File: config.mk
export PLATFORM = sky130hd
export DESIGN_NAME = cs_stream_host_flat
export DESIGN_NICKNAME = d
export VERILOG_FILES = /design/src/rtl/cs_stream_if.sv /design/src/rtl/cs_stream_host.sv /design/src/flat_wrapper.sv
export SDC_FILE = /design/constraint.sdc
export NUM_CORES = 1
export LEC_CHECK = 0
export BUFFER_PORTS_ARGS = -buffer_cell sky130_fd_sc_hd__buf_2
export CAP_MARGIN = 10
export CORE_MARGIN = 4
export CORE_UTILIZATION = 30
export CTS_CLUSTER_DIAMETER = 40
export CTS_CLUSTER_SIZE = 24
export DETAILED_ROUTE_END_ITERATION = 6
export GPL_ROUTABILITY_DRIVEN = 0
export PLACE_DENSITY_LB_ADDON = 0.08
export SETUP_SLACK_MARGIN = 0.5
export SKIP_CTS_REPAIR_TIMING = 1
export SYNTH_ARGS = -nofsm -noshare
export SYNTH_HDL_FRONTEND = slang
export SYNTH_SLANG_ARGS = --single-unit
File: constraint.sdc
create_clock -name clk -period 3.6 [get_ports clk]
set_clock_uncertainty 0.2 [all_clocks]
set_input_delay 0.36 -clock clk [delete_from_list [all_inputs] [get_ports clk]]
set_output_delay 0.36 -clock clk [all_outputs]
set_load 0.1 [all_outputs]
File: src/rtl/cs_stream_if.sv
// Sample, expected-value, result and CS-facing signals between the host and its environment.
// The slave modport is the host's view; the master modport is the environment's view.
interface cs_stream_if;
  logic       smp_valid;
  logic       smp_ready;
  logic [7:0] smp_data;
  logic       exp_valid;
  logic       exp_ready;
  logic [9:0] exp_data;
  logic       res_valid;
  logic [9:0] res_data;
  logic       res_match;
  logic       cs_rst;
  logic [7:0] X;
  logic [9:0] Y;

  modport master (
    output smp_valid, smp_data, exp_valid, exp_data, Y,
    input  smp_ready, exp_ready, res_valid, res_data, res_match, cs_rst, X
  );

  modport slave (
    input  smp_valid, smp_data, exp_valid, exp_data, Y,
    output smp_ready, exp_ready, res_valid, res_data, res_match, cs_rst, X
  );
endinterface

File: src/rtl/cs_stream_host.sv
// Host end of the CS sample interface: streams samples onto X, resets CS, captures Y
// and compares each windowed result against a queued expected value.
module cs_stream_host #(
  parameter int WIN       = 9,
  parameter int EXP_DEPTH = 16,
  parameter int CNT_W     = 16
) (
  input  logic             clk,
  input  logic             reset,
  input  logic             start,
  input  logic [CNT_W-1:0] num_samples,
  cs_stream_if.slave       bus,
  output logic             busy,
  output logic             done,
  output logic [CNT_W-1:0] err_cnt,
  output logic             underrun,
  output logic             exp_empty_err
);

  localparam int PTR_W = $clog2(EXP_DEPTH);

  typedef enum logic [1:0] {
    IDLE  = 2'd0,
    CSRST = 2'd1,
    FEED  = 2'd2,
    DRAIN = 2'd3
  } state_t;

  state_t           state_r;
  state_t           state_s;
  logic [CNT_W-1:0] num_r;
  logic [CNT_W-1:0] smp_cnt_r;
  logic [CNT_W-1:0] smp_cnt_inc_s;
  logic             drain_cnt_r;
  logic [1:0]       tag_r;
  logic [7:0]       x_r;
  logic             cs_rst_r;
  logic             smp_ready_r;
  logic             res_valid_r;
  logic [9:0]       res_data_r;
  logic             res_match_r;
  logic             busy_r;
  logic             done_r;
  logic [CNT_W-1:0] err_cnt_r;
  logic             underrun_r;
  logic             exp_empty_err_r;

  logic             done_s;
  logic             underrun_set_s;
  logic             run_clear_s;
  logic             accept_s;
  logic             abort_s;
  logic             tag_s;
  logic             result_s;
  logic             match_s;

  logic [9:0]       exp_mem_r [EXP_DEPTH];
  logic [PTR_W:0]   wr_ptr_r;
  logic [PTR_W:0]   rd_ptr_r;
  logic             fifo_full_s;
  logic             fifo_empty_s;
  logic             push_s;
  logic             pop_s;
  logic [9:0]       exp_head_s;

  assign smp_cnt_inc_s = smp_cnt_r + {{(CNT_W-1){1'b0}}, 1'b1};

  // Expected-value FIFO status; exp_ready reflects occupancy before any pop this cycle.
  assign fifo_empty_s = (wr_ptr_r == rd_ptr_r);
  assign fifo_full_s  = (wr_ptr_r[PTR_W] != rd_ptr_r[PTR_W]) &&
                        (wr_ptr_r[PTR_W-1:0] == rd_ptr_r[PTR_W-1:0]);
  assign exp_head_s   = exp_mem_r[rd_ptr_r[PTR_W-1:0]];
  assign push_s       = bus.exp_valid && !fifo_full_s;

  // Next-state and per-cycle control decode.
  always_comb begin
    state_s        = state_r;
    done_s         = 1'b0;
    underrun_set_s = 1'b0;
    run_clear_s    = 1'b0;
    accept_s       = 1'b0;
    abort_s        = 1'b0;
    case (state_r)
      IDLE: begin
        if (start) begin
          run_clear_s = 1'b1;
          if (num_samples < CNT_W'(WIN)) begin
            state_s        = IDLE;
            done_s         = 1'b1;
            underrun_set_s = 1'b1;
          end else begin
            state_s = CSRST;
          end
        end else begin
          state_s = IDLE;
        end
      end
      CSRST: begin
        state_s = FEED;
      end
      FEED: begin
        // CS latches X every clock, so a missing sample corrupts its window: abort.
        if (bus.smp_valid) begin
          accept_s = 1'b1;
          if (smp_cnt_inc_s == num_r) begin
            state_s = DRAIN;
          end else begin
            state_s = FEED;
          end
        end else begin
          abort_s        = 1'b1;
          underrun_set_s = 1'b1;
          done_s         = 1'b1;
          state_s        = IDLE;
        end
      end
      DRAIN: begin
        if (drain_cnt_r) begin
          state_s = IDLE;
          done_s  = 1'b1;
        end else begin
          state_s = DRAIN;
        end
      end
      default: begin
        state_s = IDLE;
      end
    endcase
  end

  // Result-side decode: a tag leaving the pipe means Y now holds that sample's window.
  always_comb begin
    tag_s    = accept_s && (smp_cnt_inc_s >= CNT_W'(WIN));
    result_s = tag_r[1] && !abort_s;
    pop_s    = result_s && !fifo_empty_s;
    if (fifo_empty_s) begin
      match_s = 1'b0;
    end else begin
      match_s = (bus.Y == exp_head_s);
    end
  end

  // Control state, sample path, tag pipe, result capture and run statistics.
  always_ff @(posedge clk) begin
    if (reset) begin
      state_r         <= IDLE;
      num_r           <= {CNT_W{1'b0}};
      smp_cnt_r       <= {CNT_W{1'b0}};
      drain_cnt_r     <= 1'b0;
      tag_r           <= 2'b00;
      x_r             <= 8'd0;
      cs_rst_r        <= 1'b1;
      smp_ready_r     <= 1'b0;
      res_valid_r     <= 1'b0;
      res_data_r      <= 10'd0;
      res_match_r     <= 1'b0;
      busy_r          <= 1'b0;
      done_r          <= 1'b0;
      err_cnt_r       <= {CNT_W{1'b0}};
      underrun_r      <= 1'b0;
      exp_empty_err_r <= 1'b0;
    end else begin
      state_r     <= state_s;
      busy_r      <= (state_s != IDLE);
      done_r      <= done_s;
      cs_rst_r    <= (state_s == CSRST);
      smp_ready_r <= (state_s == FEED);
      drain_cnt_r <= (state_r == DRAIN);

      if (state_r == IDLE && start) begin
        num_r <= num_samples;
      end

      if (state_s == CSRST) begin
        smp_cnt_r <= {CNT_W{1'b0}};
      end else if (accept_s) begin
        smp_cnt_r <= smp_cnt_inc_s;
      end

      if (accept_s) begin
        x_r <= bus.smp_data;
      end

      if (abort_s) begin
        tag_r <= 2'b00;
      end else begin
        tag_r <= {tag_r[0], tag_s};
      end

      res_valid_r <= result_s;
      res_match_r <= result_s && match_s;
      if (result_s) begin
        res_data_r <= bus.Y;
      end

      if (run_clear_s) begin
        err_cnt_r <= {CNT_W{1'b0}};
      end else if (result_s && !match_s && (err_cnt_r != {CNT_W{1'b1}})) begin
        err_cnt_r <= err_cnt_r + {{(CNT_W-1){1'b0}}, 1'b1};
      end

      if (underrun_set_s) begin
        underrun_r <= 1'b1;
      end else if (run_clear_s) begin
        underrun_r <= 1'b0;
      end

      if (run_clear_s) begin
        exp_empty_err_r <= 1'b0;
      end else if (result_s && fifo_empty_s) begin
        exp_empty_err_r <= 1'b1;
      end
    end
  end

  // FIFO pointers; contents survive between runs and only reset empties the queue.
  always_ff @(posedge clk) begin
    if (reset) begin
      wr_ptr_r <= {(PTR_W+1){1'b0}};
      rd_ptr_r <= {(PTR_W+1){1'b0}};
    end else begin
      if (push_s) begin
        wr_ptr_r <= wr_ptr_r + {{PTR_W{1'b0}}, 1'b1};
      end
      if (pop_s) begin
        rd_ptr_r <= rd_ptr_r + {{PTR_W{1'b0}}, 1'b1};
      end
    end
  end

  // FIFO storage write port.
  always_ff @(posedge clk) begin
    if (push_s) begin
      exp_mem_r[wr_ptr_r[PTR_W-1:0]] <= bus.exp_data;
    end
  end

  assign bus.smp_ready = smp_ready_r;
  assign bus.exp_ready = !fifo_full_s;
  assign bus.res_valid = res_valid_r;
  assign bus.res_data  = res_data_r;
  assign bus.res_match = res_match_r;
  assign bus.cs_rst    = cs_rst_r;
  assign bus.X         = x_r;
  assign busy          = busy_r;
  assign done          = done_r;
  assign err_cnt       = err_cnt_r;
  assign underrun      = underrun_r;
  assign exp_empty_err = exp_empty_err_r;

endmodule

File: src/flat_wrapper.sv
// flat-port wrapper written by rule: the top's interface ports become plain ports
module cs_stream_host_flat 
#(
  parameter int WIN       = 9,
  parameter int EXP_DEPTH = 16,
  parameter int CNT_W     = 16
)
  (clk, reset, start, num_samples, busy, done, err_cnt, underrun, exp_empty_err, bus_smp_valid, bus_smp_data, bus_exp_valid, bus_exp_data, bus_Y, bus_smp_ready, bus_exp_ready, bus_res_valid, bus_res_data, bus_res_match, bus_cs_rst, bus_X);
  cs_stream_if bus_i ();
  input  logic clk;
  input  logic reset;
  input  logic start;
  input  logic [CNT_W-1:0] num_samples;
  output logic busy;
  output logic done;
  output logic [CNT_W-1:0] err_cnt;
  output logic underrun;
  output logic exp_empty_err;
  input wire logic [$bits(bus_i.smp_valid)-1:0] bus_smp_valid;
  input wire logic [$bits(bus_i.smp_data)-1:0] bus_smp_data;
  input wire logic [$bits(bus_i.exp_valid)-1:0] bus_exp_valid;
  input wire logic [$bits(bus_i.exp_data)-1:0] bus_exp_data;
  input wire logic [$bits(bus_i.Y)-1:0] bus_Y;
  output wire logic [$bits(bus_i.smp_ready)-1:0] bus_smp_ready;
  output wire logic [$bits(bus_i.exp_ready)-1:0] bus_exp_ready;
  output wire logic [$bits(bus_i.res_valid)-1:0] bus_res_valid;
  output wire logic [$bits(bus_i.res_data)-1:0] bus_res_data;
  output wire logic [$bits(bus_i.res_match)-1:0] bus_res_match;
  output wire logic [$bits(bus_i.cs_rst)-1:0] bus_cs_rst;
  output wire logic [$bits(bus_i.X)-1:0] bus_X;
  assign bus_i.smp_valid = bus_smp_valid;
  assign bus_i.smp_data = bus_smp_data;
  assign bus_i.exp_valid = bus_exp_valid;
  assign bus_i.exp_data = bus_exp_data;
  assign bus_i.Y = bus_Y;
  assign bus_smp_ready = bus_i.smp_ready;
  assign bus_exp_ready = bus_i.exp_ready;
  assign bus_res_valid = bus_i.res_valid;
  assign bus_res_data = bus_i.res_data;
  assign bus_res_match = bus_i.res_match;
  assign bus_cs_rst = bus_i.cs_rst;
  assign bus_X = bus_i.X;
  cs_stream_host #(.WIN(WIN), .EXP_DEPTH(EXP_DEPTH), .CNT_W(CNT_W)) u_core (.clk(clk), .reset(reset), .start(start), .num_samples(num_samples), .bus(bus_i), .busy(busy), .done(done), .err_cnt(err_cnt), .underrun(underrun), .exp_empty_err(exp_empty_err));
endmodule
==> results.yml, run 1 <==
critical_path:
  critPathBufInv: 4
  end_kind: "flip-flop"
  cp.required_ns: 3.89
  path_max_fanout: 8
  crit_chain: "buf_12 -> buf_6 -> mux4_2 -> mux4_2 -> xnor2_2 -> o211ai_2 -> nor4_4 -> buf_6 -> buf_12 -> or4_1 -> a21oi_2"
  critPathKind: "reg2reg"
  crit_slowest_cell: "mux4_2"
  max_stage_delay_ns: 0.53
  setup.worst_path.start_class: "flip-flop"
  arrival_ns: 3.41
  cpLargestDelayFamily: "multiplexers"
power_and_ir_drop:
  pwr-share-clk_pct: 56.6
  combPwrFrac_pct: 4.5
  leakage_nw: 5.20
  p_per_area_nw_per_um2: 554
  p_sw_share_pct: 22.0
  seqPwrFrac_pct: 38.8
  p_sw_w: 0.00178
  p_int_w: 0.00633
  max-vdd-ir-drop_v: 0.000319
sta:
  fmax_ghz: 0.320
  final.setup.worst_slack_ns: 0.476
  fin_crit_ns: 3.12
  tightest_slew_ns: 0.797
  maxSlewHeadroom_pct: 46.9
  fin_crit_sh_pct: 86.8
  hold_viol_final: 0
  finalMaxSlewViolations: 0
  rsz0062_at_grt: "true"
  final.setup.tns_ns: 0
  setup_violations: 0
grt:
  grt_usage_pct: 15.2
  grt_pass1_wl_um: 45500
  overflow: 0
  antenna_found_initial: 2
  grt_max_degree: 36
  grt_pass1_vias: 7299
synthesis:
  synth_cells: 881
  synth_cell_type_count: 67
  synth_area_um2: 11000
  yosysTopAreaCell: "edfxtp_1"
  synth.area.top_cells: "edfxtp_1 (44%), dfxtp_1 (17%), mux4_2 (5.5%)"
  synth_top_area_share_pct: 43.7
  ys_top_cells_by_count: "edfxtp_1 (160), nand2_1 (116), dfxtp_1 (93)"
  synth_edf_count: 160
  synth_nets: 939
  yosysMostFrequentCell: "edfxtp_1"
  yosysWarnings: 0
  seq_area_frac_synth_pct: 60.7
  ys_ff_latch: 253
  syn_area_per_cell_um2: 12.5
  ys.flop_type: "edfxtp_1"
  async_flop_share_pct: 0
routing:
  routed_wl_um: 31200
  routedWlPerCell_um: 19.7
  vias_per_cell: 4.80
  drc: 0
  vias: 7613
  drtIter0Drc: 399
  ant_nets: 0
  drtPass1Iterations: 5
floorplanning:
  pin_count: 92
  dieArea_um2: 39800
  core_um2: 35800
  die_width_um: 199
  die_y_um: 199
  start_util_pct: 30.7
  rows: 69
placed_design:
  dp_slack_ns: 0.325
  hpwl_um: 20200
  port_buffers: 91
job:
  cap_violations: 0
cells_and_area:
  num-nets-final: 1144
  area_growth_pct: 33.2
  fill_cells: 3397
  drive_gt1_share_pct: 28.7
clock_tree:
  clock_latency_ns: 0.57
  cts_tree: "built"
  h-tree-depth: 2
  cts_buffer_depth: 3
  root_buffer: "clkbuf_16"
  numClockSinks: 253
  cts_inserted_buffers: 48
  cts.clk_slew.worst_paths_ns: 0.05
worst_hold_path:
  hp-class: "in2reg"
status:
  status: "completed"
cell type report:
| type | count | area, um2 | area share (%) |
|---|---|---|---|
| Timing Repair Buffer | 205 | 1570 | 10.7 |
| Clock inverter | 30 | 379 | 2.59 |
| Tap cell | 461 | 577 | 3.94 |
| Clock buffer | 58 | 1290 | 8.81 |
| Sequential cell | 253 | 6680 | 45.6 |
| Multi-Input combinational cell | 568 | 4100 | 28.0 |
| Antenna cell | 1 | 2.50 | 0.0171 |
| Inverter | 10 | 37.5 | 0.256 |
power groups by stage:
| stage | Clock, W | Sequential, W | Combinational [W] |
|---|---|---|---|
| 2_1_floorplan | 0 | 0.00324 | 0.000151 |
| 4_1_cts | 0.00470 | 0.00315 | 0.000331 |
| 5_1_grt | 0.00485 | 0.00315 | 0.000405 |
| 6_report | 0.00459 | 0.00315 | 0.000368 |
| 3_5_place_dp | 0 | 0.00321 | 0.000329 |
| 3_3_place_gp | 0 | 0.00321 | 0.000331 |
worst paths after layout:
kind	start	end	slack, ns	cells after the start
setup / recovery	flip-flop	u_core.err_cnt[7]$_SDFFE_PP0P_	0.48	11
hold reg to reg	u_core.tag_r[0]$_SDFF_PP0_	u_core.tag_r[1]$_SDFF_PP0_	0.21	1
setup reg to reg	flip-flop	u_core.err_cnt[7]$_SDFFE_PP0P_	0.48	11
hold / removal	bus_exp_data[7]	u_core.exp_mem_r[9][7]$_DFFE_PP_	0.03	1
cells by family (layout without fill, tap and decap cells):
family / Yosys count / in the layout / synth area share [%]
multiplexers: 77 / 77 / 10.3
adder cells (fa/ha/maj): 9 / 9 / 1.02
AO/OA/AOI/OAI: 117 / 117 / 6.81
XOR/XNOR: 57 / 57 / 4.61
buffers and inverters: 60 / 303 / 2.83
AND/OR/NAND/NOR: 308 / 308 / 13.8
other: 0 / 1 / 0
flip-flops: 253 / 253 / 60.7
registers in the layout (all words and copies together), names as in the netlist, 2 cells and up, named ones only:
signal	flops
u_core.err_cnt	16
u_core.num_r	16
u_core.state_r	2
u_core.smp_cnt_r	16
u_core.wr_ptr_r	5
u_core.bus.res_data	10
u_core.bus.X	8
u_core.exp_mem_r	160
u_core.tag_r	2
u_core.rd_ptr_r	5
through the flow:
step	util [%]	power (W)	hold WS, ns	instance area (um2)	std cells
detailed placement	33.9	0.00354	0.215	12200	1426
CTS	38.6	0.00818	-0.195	13800	1514
floorplan	-	0.00339	0.206	11000	881
finish	40.9	0.00811	0.0273	14600	1586
global route	40.9	0.00840	0.0128	14600	1586
global placement	33.9	0.00354	0.215	12200	1426
worst reg2reg max path, cell delays in order, from the launching register on:
cell      delay [ns]
dfxtp_4         0.37
buf_12          0.12
buf_6           0.09
mux4_2          0.47
mux4_2          0.53
xnor2_2         0.19
o211ai_2        0.11
nor4_4          0.05
buf_6           0.14
buf_12          0.13
or4_1           0.53
a21oi_2         0.14
layer usage:
layer  vias to the layer above  GRT usage [%]  share of wire (%)  wire, um
li1                       3682              -                  -         -
met1                      3685           21.1                 47     14600
met2                       194           24.0                 46     14400
met3                        50           3.20                5.0      1550
met4                         2           4.75                2.0       628
met5                         -              0              0.048        15
placed cells by master (no fill, tap or decap), drive strengths merged, types with 9 or more instances in the layout:
| cell | count |
|---|---|
| edfxtp | 160 |
| buf | 156 |
| nand2 | 116 |
| dfxtp | 93 |
| nor2 | 65 |
| clkbuf | 63 |
| a21oi | 58 |
| dlygate4sd3 | 44 |
| mux2i | 35 |
| xnor2 | 32 |
| mux4 | 27 |
| xor2 | 25 |
| nand3 | 20 |
| mux2 | 15 |
| clkinv | 15 |
| inv | 15 |
| o21ai | 14 |
| nor4 | 13 |
| nand2b | 12 |
| or4 | 12 |
| nor3 | 12 |
| nand4 | 9 |
| ha | 9 |
| and3 | 9 |
Note: power is estimated with default switching activity, not from simulation.
==> inputs of run 2 (changes only) <==
- ABC_AREA: default -> 1
==> run 2 against run 1 <==
Routed wire length up 4.2%. Sequential cell count unchanged. Total power down 0.83%. Sequential share of layout area up 1.0 points. The flow now finishes with violations (negative hold slack).
==> results.yml, run 2 <==
status:
  status: "complete, but fails checks"
  violations: "negative hold slack"
clock_tree:
  cts_buffer_depth: 3
  cts.clk_slew.worst_paths_ns: 0.05
  numClockSinks: 253
  cts_tree: "built"
  cts_inserted_buffers: 47
  clock_latency_ns: 0.56
  h-tree-depth: 2
  root_buffer: "clkbuf_16"
routing:
  wl_met1_um: 15600
  ant_nets: 0
  routed_wl_um: 32500
  drtIter0Drc: 449
  drc: 0
  routedWlPerCell_um: 16.6
  drtPass1Iterations: 5
  met2WireLength_um: 14700
  vias_per_cell: 4.49
  top_layer: "met5"
  vias: 8808
  dr_wl_met3_um: 1290
synthesis:
  synth_cells: 1271
  synth_top_area_share_pct: 42.4
  yosysWarnings: 0
  synth_area_um2: 11300
  synth_edf_count: 160
  yosysTopAreaCell: "edfxtp_1"
  syn_area_per_cell_um2: 8.91
  ys_top_cells_by_count: "nand2_1 (313), edfxtp_1 (160), nor2_1 (153)"
  synth_nets: 1329
  synth_cell_type_count: 38
  seq_area_frac_synth_pct: 58.9
  yosysMostFrequentCell: "nand2_1"
  synth.area.top_cells: "edfxtp_1 (42%), dfxtp_1 (16%), nand2_1 (10%)"
  ys.flop_type: "edfxtp_1"
  async_flop_share_pct: 0
  ys_ff_latch: 253
floorplanning:
  core_um2: 37000
  die_width_um: 202
  rows: 70
  die_y_um: 202
  pin_count: 92
  dieArea_um2: 40900
  start_util_pct: 30.6
placed_design:
  port_buffers: 91
  hpwl_um: 20900
  dp_slack_ns: 0.715
cells_and_area:
  area_growth_pct: 26.1
  drive_gt1_share_pct: 15.0
  final_cell_mix: "nand2_1 (313), edfxtp_1 (160), nor2_1 (153)"
  largest_register_ffs: 160
  num-nets-final: 1475
  layout_commonest_cell: "nand2_1"
  fill_cells: 3828
  n_antenna_cell: 0
critical_path:
  r2r-start: "u_core.wr_ptr_r[3]$_SDFFE_PP0P_"
  arrival_ns: 2.69
  path_max_fanout: 10
  r2r-end: "u_core.exp_mem_r[12][9]$_DFFE_PP_"
  critPathKind: "reg2reg"
  r2r_slack_ns: 0.86
  r2r_cells: 7
  setup.worst_path.start_class: "flip-flop"
  cp.required_ns: 3.55
  end_kind: "flip-flop"
power_and_ir_drop:
  p_int_w: 0.00614
  pwr-share-clk_pct: 55.6
  seqPwrFrac_pct: 39.4
  p_sw_w: 0.00190
  combPwrFrac_pct: 5.0
  p_per_area_nw_per_um2: 563
  p_sw_share_pct: 23.7
  leakage_nw: 6.00
  max-vdd-ir-drop_v: 0.000294
grt:
  grt_usage_pct: 15.8
  grt_pass1_wl_um: 50900
  grt_max_degree: 87
  antenna_found_initial: 1
  overflow: 0
  grt_pass1_vias: 8720
sta:
  setup_violations: 0
  hold_viol_final: 2
  finalMaxSlewViolations: 0
  final.setup.worst_slack_ns: 0.861
  tightest_slew_ns: 1.19
  fmax_ghz: 0.365
  final.setup.tns_ns: 0
  rsz0062_at_grt: "false"
  maxSlewHeadroom_pct: 20.3
  hold_ws_ns: -0.0332
  fin_crit_ns: 2.74
  fin_crit_sh_pct: 76.1
worst_hold_path:
  hp-class: "in2reg"
  min_from: "bus_Y[9]"
  worst_hold_path.num_cells: 3
  min_to: "u_core.bus.res_data[9]$_SDFFE_PP0P_"
job:
  cap_violations: 0
run 2: cell types whose count changed after synthesis, sizes merged, moves of 12 or more:
cell,before,now
nand2b,12,0
or4,12,0
nand3,20,129
o21ai,14,67
nor2,65,154
a21oi,58,42
xnor2,32,10
inv,10,148
mux2,15,0
mux2i,35,0
nand4,9,21
nand2,116,314
mux4,27,0
run 2: cell type report:
type                            count  area (um2)  area share, %
Sequential cell                   253        6670           46.7
Multi-Input combinational cell    817        3800           26.6
Clock buffer                       53        1240           8.68
Timing Repair Buffer              149        1010           7.06
Tap cell                          504         631           4.41
Inverter                          149         559           3.92
Clock inverter                     35         380           2.66
run 2: per-stage QoR:
step | power [W] | hold slack, ns | std cells | cell area [um2] | util, %
3_5_place_dp | 0.00361 | 0.247 | 1840 | 12300 | 33.4
6_report | 0.00804 | -0.0332 | 1960 | 14300 | 38.6
5_1_grt | 0.00835 | 0.00153 | 1960 | 14300 | 38.6
2_1_floorplan | 0.00345 | 0.244 | 1271 | 11300 | -
3_3_place_gp | 0.00361 | 0.247 | 1840 | 12300 | 33.4
4_1_cts | 0.00814 | -0.210 | 1928 | 14000 | 37.8
run 2: worst max-delay path by stage:
stage | startpoint | endpoint | slack (ns) | depth (start not counted)
5_1_grt | flip-flop | u_core.err_cnt[1]$_SDFFE_PP0P_ | 0.56 | 16
3_5_place_dp | flip-flop | u_core.err_cnt[2]$_SDFFE_PP0P_ | 0.71 | 12
6_report | u_core.wr_ptr_r[3]$_SDFFE_PP0P_ | u_core.exp_mem_r[12][9]$_DFFE_PP_ | 0.86 | 7
4_1_cts | flip-flop | u_core.err_cnt[2]$_SDFFE_PP0P_ | 0.67 | 12
2_1_floorplan | u_core.err_cnt[0]$_SDFFE_PP0P_ | u_core.err_cnt[15]$_SDFFE_PP0P_ | 0.62 | 15
3_3_place_gp | flip-flop | u_core.err_cnt[2]$_SDFFE_PP0P_ | 0.73 | 15
run 2: logic make-up (layout without fill, tap and decap cells):
kind of cell	after synthesis	after routing	share of synthesized area, %
fa+ha+maj	9	9	0.994
simple gates	652	652	24.2
compound gates	131	131	6.35
buf+inv	201	386	7.71
xor+xnor	25	25	1.93
flops	253	253	58.9
run 2: worst max-delay path, cell delays in order (launching register included):
cell and delay, ns:
dfxtp_1 0.43, xnor2_1 0.11, nand4_1 0.11, or2_2 0.14, nand2_1 0.14, inv_1 0.14
nand2_1 0.14, nor2_1 0.92
run 2: power groups by stage:
stage | Combinational (W) | Sequential [W] | Clock (W)
after floorplan | 0.000174 | 0.00328 | 0
after global placement | 0.000388 | 0.00323 | 0
after detailed placement | 0.000387 | 0.00323 | 0
after CTS | 0.000388 | 0.00317 | 0.00459
after global routing | 0.000458 | 0.00317 | 0.00472
final | 0.000406 | 0.00317 | 0.00447
run 2: per-layer routing:
layer / global-route usage (%) / vias up
met3: 3.10 / 60
met4: 5.94 / 2
li1: - / 4498
met1: 21.5 / 4086
met5: 0 / -
met2: 25.1 / 162
